===== src/rtl/at86rf215_iq_deframer_if.sv =====
// rtl/at86rf215_iq_deframer_if.sv - bit-pair input and framed I/Q word output bundle
// master drives the LVDS bit pairs and enable; slave is the deframer.
interface at86rf215_iq_deframer_if #(
  parameter int ERR_W = 16
);
  logic             enable;
  logic             rx_bit_rise;
  logic             rx_bit_fall;
  logic [31:0]      iq_word_out;
  logic             word_valid_out;
  logic [12:0]      i_data;
  logic [12:0]      q_data;
  logic             locked;
  logic [ERR_W-1:0] sync_err_cnt;

  modport master (
    output enable, rx_bit_rise, rx_bit_fall,
    input  iq_word_out, word_valid_out, i_data, q_data, locked, sync_err_cnt
  );

  modport slave (
    input  enable, rx_bit_rise, rx_bit_fall,
    output iq_word_out, word_valid_out, i_data, q_data, locked, sync_err_cnt
  );
endinterface


===== src/rtl/at86rf215_iq_deframer.sv =====
// rtl/at86rf215_iq_deframer.sv - AT86RF215 LVDS I/Q bitstream word framer
// Hunts for I_SYNC/Q_SYNC at either bit parity, qualifies lock, emits one word per 16 clk.
module at86rf215_iq_deframer #(
  parameter int LOCK_COUNT = 3,
  parameter int MISS_LIMIT = 2,
  parameter int ERR_W      = 16
) (
  input logic                    clk,
  input logic                    reset,
  at86rf215_iq_deframer_if.slave bus
);

  typedef enum logic [1:0] {HUNT, CONFIRM, LOCKED} state_t;

  localparam logic [3:0] LOCK_N = 4'(LOCK_COUNT);
  localparam logic [3:0] MISS_N = 4'(MISS_LIMIT);

  state_t           state;
  logic [32:0]      sr;
  logic [3:0]       phase;
  logic [3:0]       match_cnt;
  logic [3:0]       miss_cnt;
  logic             align_b;
  logic [31:0]      iq_word;
  logic             word_valid;
  logic             locked_q;
  logic [ERR_W-1:0] err_cnt;

  logic [31:0] cand_a;
  logic [31:0] cand_b;
  logic [31:0] cand_sel;
  logic        match_a;
  logic        match_b;
  logic        match_sel;
  logic        boundary;

  function automatic logic is_sync(input logic [31:0] c);
    return (c[31:30] == 2'b10) && (c[15:14] == 2'b01);
  endfunction

  // A: word ends on a fall bit; B: word ends on a rise bit (one bit older).
  assign cand_a    = sr[31:0];
  assign cand_b    = sr[32:1];
  assign cand_sel  = align_b ? cand_b : cand_a;
  assign match_a   = is_sync(cand_a);
  assign match_b   = is_sync(cand_b);
  assign match_sel = is_sync(cand_sel);
  assign boundary  = (phase == 4'd15);

  always_ff @(posedge clk or posedge reset) begin
    if (reset) begin
      state      <= HUNT;
      sr         <= '0;
      phase      <= '0;
      match_cnt  <= '0;
      miss_cnt   <= '0;
      align_b    <= 1'b0;
      iq_word    <= '0;
      word_valid <= 1'b0;
      locked_q   <= 1'b0;
      err_cnt    <= '0;
    end else begin
      sr         <= {sr[30:0], bus.rx_bit_rise, bus.rx_bit_fall};
      word_valid <= 1'b0;
      phase      <= phase + 4'd1;
      if (!bus.enable) begin
        state     <= HUNT;
        phase     <= '0;
        match_cnt <= '0;
        miss_cnt  <= '0;
        locked_q  <= 1'b0;
      end else begin
        case (state)
          HUNT: begin
            if (match_a || match_b) begin
              align_b   <= !match_a;
              phase     <= '0;
              match_cnt <= 4'd1;
              miss_cnt  <= '0;
              if (LOCK_N == 4'd1) begin
                state      <= LOCKED;
                locked_q   <= 1'b1;
                word_valid <= 1'b1;
                iq_word    <= match_a ? cand_a : cand_b;
              end else begin
                state <= CONFIRM;
              end
            end
          end
          CONFIRM: begin
            if (boundary) begin
              if (match_sel) begin
                if (match_cnt + 4'd1 == LOCK_N) begin
                  state      <= LOCKED;
                  locked_q   <= 1'b1;
                  word_valid <= 1'b1;
                  iq_word    <= cand_sel;
                  miss_cnt   <= '0;
                end else begin
                  match_cnt <= match_cnt + 4'd1;
                end
              end else begin
                state     <= HUNT;
                match_cnt <= '0;
              end
            end
          end
          LOCKED: begin
            if (boundary) begin
              if (match_sel) begin
                word_valid <= 1'b1;
                iq_word    <= cand_sel;
                miss_cnt   <= '0;
              end else begin
                if (err_cnt != '1) err_cnt <= err_cnt + ERR_W'(1);
                if (miss_cnt + 4'd1 == MISS_N) begin
                  state     <= HUNT;
                  locked_q  <= 1'b0;
                  miss_cnt  <= '0;
                  match_cnt <= '0;
                end else begin
                  miss_cnt <= miss_cnt + 4'd1;
                end
              end
            end
          end
          default: state <= HUNT;
        endcase
      end
    end
  end

  assign bus.iq_word_out    = iq_word;
  assign bus.word_valid_out = word_valid;
  assign bus.i_data         = iq_word[29:17];
  assign bus.q_data         = iq_word[13:1];
  assign bus.locked         = locked_q;
  assign bus.sync_err_cnt   = err_cnt;

endmodule


===== src/flat_wrapper.sv =====
// flat-port wrapper written by rule: the top's interface ports become plain ports
module at86rf215_iq_deframer_flat 
#(
  parameter int LOCK_COUNT = 3,
  parameter int MISS_LIMIT = 2,
  parameter int ERR_W      = 16
)
  (clk, reset, bus_enable, bus_rx_bit_rise, bus_rx_bit_fall, bus_iq_word_out, bus_word_valid_out, bus_i_data, bus_q_data, bus_locked, bus_sync_err_cnt);
  at86rf215_iq_deframer_if #(.ERR_W(ERR_W)) bus_i ();
  input logic clk;
  input logic reset;
  input wire logic [$bits(bus_i.enable)-1:0] bus_enable;
  input wire logic [$bits(bus_i.rx_bit_rise)-1:0] bus_rx_bit_rise;
  input wire logic [$bits(bus_i.rx_bit_fall)-1:0] bus_rx_bit_fall;
  output wire logic [$bits(bus_i.iq_word_out)-1:0] bus_iq_word_out;
  output wire logic [$bits(bus_i.word_valid_out)-1:0] bus_word_valid_out;
  output wire logic [$bits(bus_i.i_data)-1:0] bus_i_data;
  output wire logic [$bits(bus_i.q_data)-1:0] bus_q_data;
  output wire logic [$bits(bus_i.locked)-1:0] bus_locked;
  output wire logic [$bits(bus_i.sync_err_cnt)-1:0] bus_sync_err_cnt;
  assign bus_i.enable = bus_enable;
  assign bus_i.rx_bit_rise = bus_rx_bit_rise;
  assign bus_i.rx_bit_fall = bus_rx_bit_fall;
  assign bus_iq_word_out = bus_i.iq_word_out;
  assign bus_word_valid_out = bus_i.word_valid_out;
  assign bus_i_data = bus_i.i_data;
  assign bus_q_data = bus_i.q_data;
  assign bus_locked = bus_i.locked;
  assign bus_sync_err_cnt = bus_i.sync_err_cnt;
  at86rf215_iq_deframer #(.LOCK_COUNT(LOCK_COUNT), .MISS_LIMIT(MISS_LIMIT), .ERR_W(ERR_W)) u_core (.clk(clk), .reset(reset), .bus(bus_i));
endmodule

===== config.mk =====
export PLATFORM = sky130hd
export DESIGN_NAME = at86rf215_iq_deframer_flat
export DESIGN_NICKNAME = d
export VERILOG_FILES = /design/src/rtl/at86rf215_iq_deframer_if.sv /design/src/rtl/at86rf215_iq_deframer.sv /design/src/flat_wrapper.sv
export SDC_FILE = /design/constraint.sdc
export NUM_CORES = 1
export LEC_CHECK = 0
export ABC_AREA = 1
export ABC_CLOCK_PERIOD_IN_PS = 4400
export CELL_PAD_IN_SITES_DETAIL_PLACEMENT = 1
export CELL_PAD_IN_SITES_GLOBAL_PLACEMENT = 1
export CORE_MARGIN = 8
export CORE_UTILIZATION = 35
export DETAILED_ROUTE_END_ITERATION = 6
export PLACE_DENSITY_LB_ADDON = 0.1
export SLEW_MARGIN = 20
export SYNTH_ARGS = -nofsm -noshare
export SYNTH_HDL_FRONTEND = slang
export SYNTH_SLANG_ARGS = --single-unit

===== constraint.sdc =====
create_clock -name clk -period 4.4 [get_ports clk]
set_input_delay 0.88 -clock clk [delete_from_list [all_inputs] [get_ports clk]]
set_output_delay 0.88 -clock clk [all_outputs]
set_load 0.03 [all_outputs]

# ---- Yosys cells after proc, flatten, opt, wreduce, memory -nomap -nowiden
# Index checks and enable logic that the tools add are counted.
dict set report word_totals {
  regBits 98
  output_inout_bits 76
  in_bits 5
}
dict set report classes {
  addsub 4
  muxes 52
  reduce_logical 14
  eq_ne 28
  bitwise_logic 1
}
# cell n
set ops {}
lappend ops {{two-way mux 32 bit} 6}
lappend ops {{two-way mux 4 bit} 19}
lappend ops {{case mux 32 bit (2 select lines)} 1}
lappend ops {{case mux 4 bit (3 select lines)} 2}
lappend ops {{AND reduction 7 bit} 3}
lappend ops {{!= test 3 x 2 -> 1 bit (second input constant)} 6}
lappend ops {{adder 16 x 1 -> 16 bit (second input constant)} 1}
lappend ops {{two-way mux 2 bit} 8}
lappend ops {{!= test 16 bit (second input constant)} 1}
lappend ops {{two-way mux 1 bit} 13}
lappend ops {{adder 4 x 1 -> 4 bit (second input constant)} 3}
lappend ops {{AND reduction 6 bit} 2}
lappend ops {{!= test 2 x 1 -> 1 bit (second input constant)} 5}
lappend ops {{equality test 2 x 1 -> 1 bit (second input constant)} 4}
lappend ops {{equality test 2 bit (second input constant)} 4}
lappend ops {{equality test 4 x 2 -> 1 bit (second input constant)} 2}
lappend ops {{!= test 4 bit (second input constant)} 2}
lappend ops {{case mux 2 bit (3 select lines)} 1}
lappend ops {{AND reduction 5 bit} 1}
lappend ops {{equality test 4 bit (second input constant)} 1}
lappend ops {{!= test 4 x 1 -> 1 bit (second input constant)} 1}
lappend ops {{case mux 1 bit (2 select lines)} 2}
lappend ops {{logical AND 1 bit} 3}
lappend ops {{!= test 3 x 1 -> 1 bit (second input constant)} 1}
lappend ops {{other kinds (7)} 7}

# ---- Depth between registers and ports, before layout
# Gate-level depths: netlist of the first run.
dict set report depth {
  depth_word 7
  mapped_depth 12
}

# ---- Least setup slack after synthesis of the first run
# OpenSTA, ideal clock, no wires.
dict set report synth_path {
  kind {input -> register}
  startpoint {in bus_enable}
  endpoint {reg u_core.match_cnt[0]}
  path_buffers 0
  setup_slack_ns 2.511
  stages 8
  arrival_ns 1.772
  setup_ns 0.117
  cell_sequence {nand2_1 > inv_2 > nand2_1 > nand2_1 > a21oi_1 > nand3_1 > nand2_1 > nand2_1}
}
dict set report synth_via {
  elab_chain_cells 2
  word_cells_on_any_way 9
  cone_classes {eq/ne (7); mux (1); reduce/logical (1)}
}
# item line
set synth_rtl {}
lappend synth_rtl {{start: declaration} flat_wrapper.sv:12} ;# input wire logic [$bits(bus_i.enable)-1:0] bus_enable;
lappend synth_rtl {{!= test 4 bit (no line) (tied with other cells)} --}
lappend synth_rtl {{AND reduction 7 bit (no line)} --}
lappend synth_rtl {{end signal: assignment} at86rf215_iq_deframer.sv:100} ;# match_cnt <= match_cnt + 4'd1;
lappend synth_rtl {{end: declaration} at86rf215_iq_deframer.sv:21} ;# logic [3:0] match_cnt;
# Parallel ways exist; a longest one is shown, timed or not.
# A chain may end at the register's enable or synchronous reset.

# ---- Worst setup path after layout of the first run
dict set report layout_path {
  startpoint {in bus_enable}
  endpoint {reg u_core.iq_word[14] (netlist: u_core.bus.iq_word_out[14])}
}
dict set report layout_via {
  elab_chain_cells 1
}
# item line
set layout_rtl {}
lappend layout_rtl {{AND reduction 7 bit (no line)} --}
lappend layout_rtl {{end signal: assignment} at86rf215_iq_deframer.sv:84} ;# iq_word <= match_a ? cand_a : cand_b;
lappend layout_rtl {{end signal: assignment} at86rf215_iq_deframer.sv:97} ;# iq_word <= cand_sel;
lappend layout_rtl {{end signal: assignment} at86rf215_iq_deframer.sv:112} ;# iq_word <= cand_sel;
lappend layout_rtl {{end: declaration} at86rf215_iq_deframer.sv:24} ;# logic [31:0] iq_word;
# Every way passes these cells.

==> results.txt, run 1 <==
largest family of logic cells by synthesized area - simple AND/OR/NAND/NOR gates
post-synth top area share - 50.98%
setup ws final - 1.678 ns
drt pass-1 iters - 4
Root Buffer - clkbuf_16
hold slack - 0.3822 ns
Commonest cells post-synth - 240 x nand2_1, 98 x dfrtp_1, 64 x inv_1
max-capacitance violation count - 0
Area growth syn-to-layout - 21.92%
FILL cells - 1686
FF+latch area - 2452 um2
XOR/XNOR Fraction of Synth Area - 2.185%
area of the multi-input gates - 1799 um2
H-Tree Level Count - 3
Tot Pwr - 2166 uW
Synth cell types - 26
worst slack at placement - 1.312 ns
drt wl/cell - 14.08 um
via count - 3840
top area cells in the synthesized netlist - dfrtp_1 51%, nand2_1 19%, inv_1 5.0%
Rel. slew slack - 53.13%
chip width - 133.2 um
RR Endpoint - u_core.bus.iq_word_out[14]
vias per inst - 4.571
CP top delay family - buffers and inverters
Post-Syn Area - 4811 um2
nets - 669
Max rail drop VDD - 0.1945 mV
drt total wl - 11.82 mm
WP buf/inv - 4
Top Ports - 81
period utilization - 61.86%
synthesized-area fraction occupied by adder cells - 2.341%
Clock Path Buffers - 2
FMAX - 367.4 MHz
CTS Hold Bufs - 0
maximum fanout along the worst path - 32
Async SR Flop Fraction - 100.0%
Worst Skew - 0.006618 ns
number of buffers created by CTS - 9
Die Y - 133.2 um
status - finished clean
DR DRC count - 0
HP Start - u_core.sr[9]
Synth Instances - 601
# setup viols final - 0
pwr dens - 369.3 nW/um2
GRT overflow - 0
Fin Setup TNS - 0 ns
Setup Crit Path Kind - in -> reg
Core ar. - 13670 um2
cell breakdown of the critical path - clkdlybuf4s50_1 -> nand2_1 -> inv_2 -> nor2_1 -> nor3_2 -> nand2_1 -> buf_4 -> inv_2 -> or2_2
Syn Area/Cell - 8.005 um2
initial antenna violation count - 0
Net Count, Synth - 615
Yosys Warn Count - 0
GRT Util Overall - 14.20%
post-layout min period - 2.722 ns
Core Rows - 43
insertion delay to the later sink of the worst-skew pair - 0.35 ns
first-pass GRT wire length - 20.65 mm
CTS sink count - 98
share of layout cells above drive strength 1 - 5.152%
Hold Path Stages - 0
FF-to-FF setup slack - 2.06 ns
Worst Reg-to-Reg Cells - 11
ant diodes - 0
leading area contributor after synthesis - dfrtp_1
initial drt markers - 154
clock-pin slew on the worst setup and hold paths - 0.07 ns
CP peak stage delay - 0.51 ns
post-synthesis sequential area ratio - 50.98%
antenna viol nets, final - 0
Port Buf Inserts - 80
PostCTS Resize Cnt - 0
Yosys reg bits - 98
Hold Crit Class - reg -> reg
max-slew violations - 0
Compound-Gate Fraction of Synth Area - 4.915%
Slew @ Worst Pin - 0.7030 ns
RSZ-0062 raised after global routing - no
buffer count from post-CTS setup fixing - 0
full die area - 17750 um2
slowest stage cell, crit path - clkdlybuf4s50_1
Setup crit end kind - register
most numerous cell in the Yosys netlist - nand2_1
Worst Path Arrival - 2.96 ns
Post-synth EDFFs - 0
Hold Path End - u_core.sr[11]
CP Launch Type - primary input
critical path data required time - 4.64 ns
mux contribution to synthesized area - 0%
Final Hold Vio Count - 0
largest net degree at the start of global routing - 56
simple-gate share of the synthesized area - 27.96%
most common flop cell mapped by yosys - dfrtp_1
routability cong. - 0.8151
vias in the first global route - 4159
Initial Util - 35.20%
CTS tree - yes
dpl hpwl - 8.386 mm
reg2reg start - u_core.match_cnt[0]
leakage power - 0.002958 uW
## final cells by class
type | instances | area share [%]
clock buffers | 9 | 3.840
clock inverters | 7 | 1.301
well taps | 180 | 3.840
multi-input cells | 395 | 30.67
repair buffers | 84 | 14.16
inverters | 67 | 4.373
flip-flops and latches | 98 | 41.81
## how the worst max path moves through the flow
stage / end / start / cells after the start / slack, ns
floorplan: u_core.align_b / reset / 1 / 0.96
global placement: u_core.bus.iq_word_out[14] / bus_enable / 9 / 1.36
detailed placement: u_core.bus.iq_word_out[14] / bus_enable / 9 / 1.31
CTS: u_core.bus.iq_word_out[14] / bus_enable / 9 / 1.67
global route: u_core.bus.iq_word_out[12] / bus_enable / 10 / 1.48
finish: u_core.bus.iq_word_out[14] / bus_enable / 9 / 1.68
## metal layers
metal | vias to the layer above | wire length [um] | global-route usage (%)
met5 | - | 0 | 0
met4 | 0 | 172 | 4.866
met3 | 12 | 645 | 4.970
met2 | 54 | 5326 | 22.09
met1 | 1842 | 5679 | 17.95
li1 | 1932 | - | -
## per-stage QoR
stage / cell area (um2) / std cells / util (%)
after detailed placement: 5564 / 824 / 40.72
final: 5866 / 840 / 42.92
after global routing: 5866 / 840 / 42.92
after global placement: 5564 / 824 / 40.72
after CTS: 5866 / 840 / 42.92
after floorplan: 4811 / 601 / -
## sequential cells by signal, indices dropped and copies added, names as in the netlist
register	count
u_core.align_b	1
u_core.bus.iq_word_out	32
u_core.bus.locked	1
u_core.bus.sync_err_cnt	16
u_core.bus.word_valid_out	1
u_core.match_cnt	4
u_core.miss_cnt	4
u_core.phase	4
u_core.sr	33
u_core.state	2
## where the power goes
| group | internal, uW | leakage [uW] | switching [uW] |
|---|---|---|---|
| clock network | 447 | 0.000148 | 365 |
| registers | 932 | 0.00123 | 28.4 |
| logic | 109 | 0.00158 | 285 |
| total | 1490 | 0.00296 | 679 |
## kinds of logic (layout without fill, tap and decap cells)
| kind of cell | count (synthesis) | count (layout) |
|---|---|---|
| flops | 98 | 98 |
| buf+inv | 108 | 167 |
| xor+xnor | 12 | 12 |
| compound gates | 47 | 47 |
| fa+ha+maj | 9 | 9 |
| simple gates | 327 | 327 |
## cells in the final DEF, fill, tap and decap left out, drive strengths merged
cell type      synthesis  routed
a21oi                  6       6
xnor2                  4       4
clkinv                 0       2
nor3                   6       6
nand3                 31      31
or2                    2       2
a31oi                  1       1
ha                     9       9
nor2                  35      35
bufinv                 0       1
inv                   67      70
buf                   36       4
nand2                242     242
clkbuf                 5       9
clkinvlp               0       1
xor2                   8       8
dfrtp                 98      98
nand4                 10      10
clkdlybuf4s50          0      80
nand3b                 1       1
o21ai                 40      40
(Power assumes the default switching activity.)
==> run 2, diff against run 1 <==
--- a/config.mk
+++ b/config.mk
@@ -6,7 +6,7 @@
 export NUM_CORES = 1
 export LEC_CHECK = 0
 export ABC_AREA = 1
-export ABC_CLOCK_PERIOD_IN_PS = 4400
+export ABC_CLOCK_PERIOD_IN_PS = 2450
 export CELL_PAD_IN_SITES_DETAIL_PLACEMENT = 1
 export CELL_PAD_IN_SITES_GLOBAL_PLACEMENT = 1
 export CORE_MARGIN = 8
==> constraint.sdc (replaced) <==
create_clock -name clk -period 2.45 [get_ports clk]
set_input_delay 0.49 -clock clk [delete_from_list [all_inputs] [get_ports clk]]
set_output_delay 0.49 -clock clk [all_outputs]
set_load 0.03 [all_outputs]
==> run 2 against run 1 <==
Largest cell class unchanged. Sequential cell count did not move. Global-route usage is 0.21 points higher. Critical endpoint is now bus_sync_err_cnt[4]. Die area unchanged.
==> results.txt, run 2 (same netlist as run 1, synthesis figures left out) <==
Setup Crit Path Kind - reg -> out
routability cong. - 0.7918
drt wl/cell - 14.19 um
slowest stage cell, crit path - clkdlybuf4s50_1
max-capacitance violation count - 0
nets - 674
ant diodes - 0
via count - 3887
Top Ports - 81
Hold Path Stages - 0
cell breakdown of the critical path - clkdlybuf4s50_1
reg2reg start - u_core.align_b
vias per inst - 4.611
CTS sink count - 98
PostCTS Resize Cnt - 0
Slew @ Worst Pin - 0.4211 ns
drt pass-1 iters - 4
pwr dens - 638.7 nW/um2
number of buffers created by CTS - 9
Root Buffer - clkbuf_16
Final Hold Vio Count - 0
vias in the first global route - 4339
initial antenna violation count - 0
largest net degree at the start of global routing - 71
Worst Skew - 0.009134 ns
# setup viols final - 0
RSZ-0062 raised after global routing - no
crit path launch - u_core.bus.sync_err_cnt[4]
CP Launch Type - register
CTS Hold Bufs - 0
max-slew violations - 0
WP buf/inv - 1
status - finished clean
share of layout cells above drive strength 1 - 5.430%
full die area - 17750 um2
clock-pin slew on the worst setup and hold paths - 0.07 ns
Die Y - 133.2 um
Worst Reg-to-Reg Cells - 10
area of the multi-input gates - 1799 um2
Hold Crit Class - reg -> reg
insertion delay to the later sink of the worst-skew pair - 0.35 ns
Area growth syn-to-layout - 22.55%
GRT overflow - 0
most frequent cells in the layout - 240 x nand2_1, 98 x dfrtp_1, 80 x clkdlybuf4s50_1, 63 x inv_1, 35 x o21ai_0
initial drt markers - 146
chip width - 133.2 um
Initial Util - 35.20%
FILL cells - 1684
CP peak stage delay - 0.72 ns
FMAX - 492.0 MHz
leakage power - 0.002965 uW
Fin Setup TNS - 0 ns
antenna viol nets, final - 0
period utilization - 82.96%
CTS tree - yes
Clock Path Buffers - 2
max reg flops - 33
most common cell after layout, fill and taps aside - nand2_1
Port Buf Inserts - 80
Reg with most FFs - u_core.sr
FF+latch area - 2452 um2
drt total wl - 11.96 mm
Rel. slew slack - 71.86%
Worst Path Arrival - 1.54 ns
H-Tree Level Count - 3
DR DRC count - 0
Tot Pwr - 3766 uW
first-pass GRT wire length - 21.11 mm
Hold Path End - u_core.sr[28]
Setup crit end kind - primary output
Core Rows - 43
maximum fanout along the worst path - 7
fin util - 43.14%
critical path data required time - 1.96 ns
post-layout min period - 2.032 ns
RR Endpoint - u_core.miss_cnt[0]
buffer count from post-CTS setup fixing - 0
Core ar. - 13670 um2
CP top delay family - buffers and inverters
Max rail drop VDD - 0.3070 mV
dpl hpwl - 8.616 mm
FF-to-FF setup slack - 0.50 ns
HP Start - u_core.sr[26]
GRT Util Overall - 14.41%
## run 2: how the worst max path moves through the flow
stage	depth (start not counted)	slack [ns]	to
after floorplan	9	0.72	u_core.bus.sync_err_cnt[3]
after global placement	9	0.24	u_core.bus.iq_word_out[1]
after detailed placement	9	0.20	u_core.bus.iq_word_out[1]
after CTS	1	0.38	bus_sync_err_cnt[4]
after global routing	10	0.21	u_core.miss_cnt[1]
final	1	0.42	bus_sync_err_cnt[4]
## run 2: metrics by stage
step / instances / setup slack, ns / area, um2 / hold WS (ns)
CTS: 843 / 0.3839 / 5896 / 0.3785
detailed placement: 829 / 0.2045 / 5628 / 0.3616
global route: 843 / 0.2082 / 5896 / 0.3924
global placement: 829 / 0.2417 / 5628 / 0.3628
floorplan: 601 / 0.7162 / 4815 / 0.3537
finish: 843 / 0.4175 / 5896 / 0.3769
## run 2: layout make-up
| cell class | instances | area share, % |
|---|---|---|
| Tap cell | 180 | 3.820 |
| Timing Repair Buffer | 89 | 15.15 |
| Inverter | 67 | 4.372 |
| Clock inverter | 3 | 0.4244 |
| Clock buffer | 11 | 4.117 |
| Sequential cell | 98 | 41.60 |
| Multi-Input combinational cell | 395 | 30.52 |
## run 2: power breakdown
| part | total (uW) | internal, uW | switching, uW | leakage, uW |
|---|---|---|---|---|
| clock | 1320 | 711 | 606 | 0.000128 |
| combinational | 724 | 207 | 517 | 0.00160 |
| sequential | 1720 | 1670 | 50.1 | 0.00123 |
| total | 3770 | 2590 | 1170 | 0.00297 |
## run 2: routing by layer
metal / vias up / global-route usage, % / wire (um)
met5: - / 0 / 0
met4: 0 / 6.114 / 211
met3: 11 / 3.539 / 554
met2: 64 / 22.68 / 5475
met1: 1868 / 18.48 / 5720
li1: 1944 / - / -
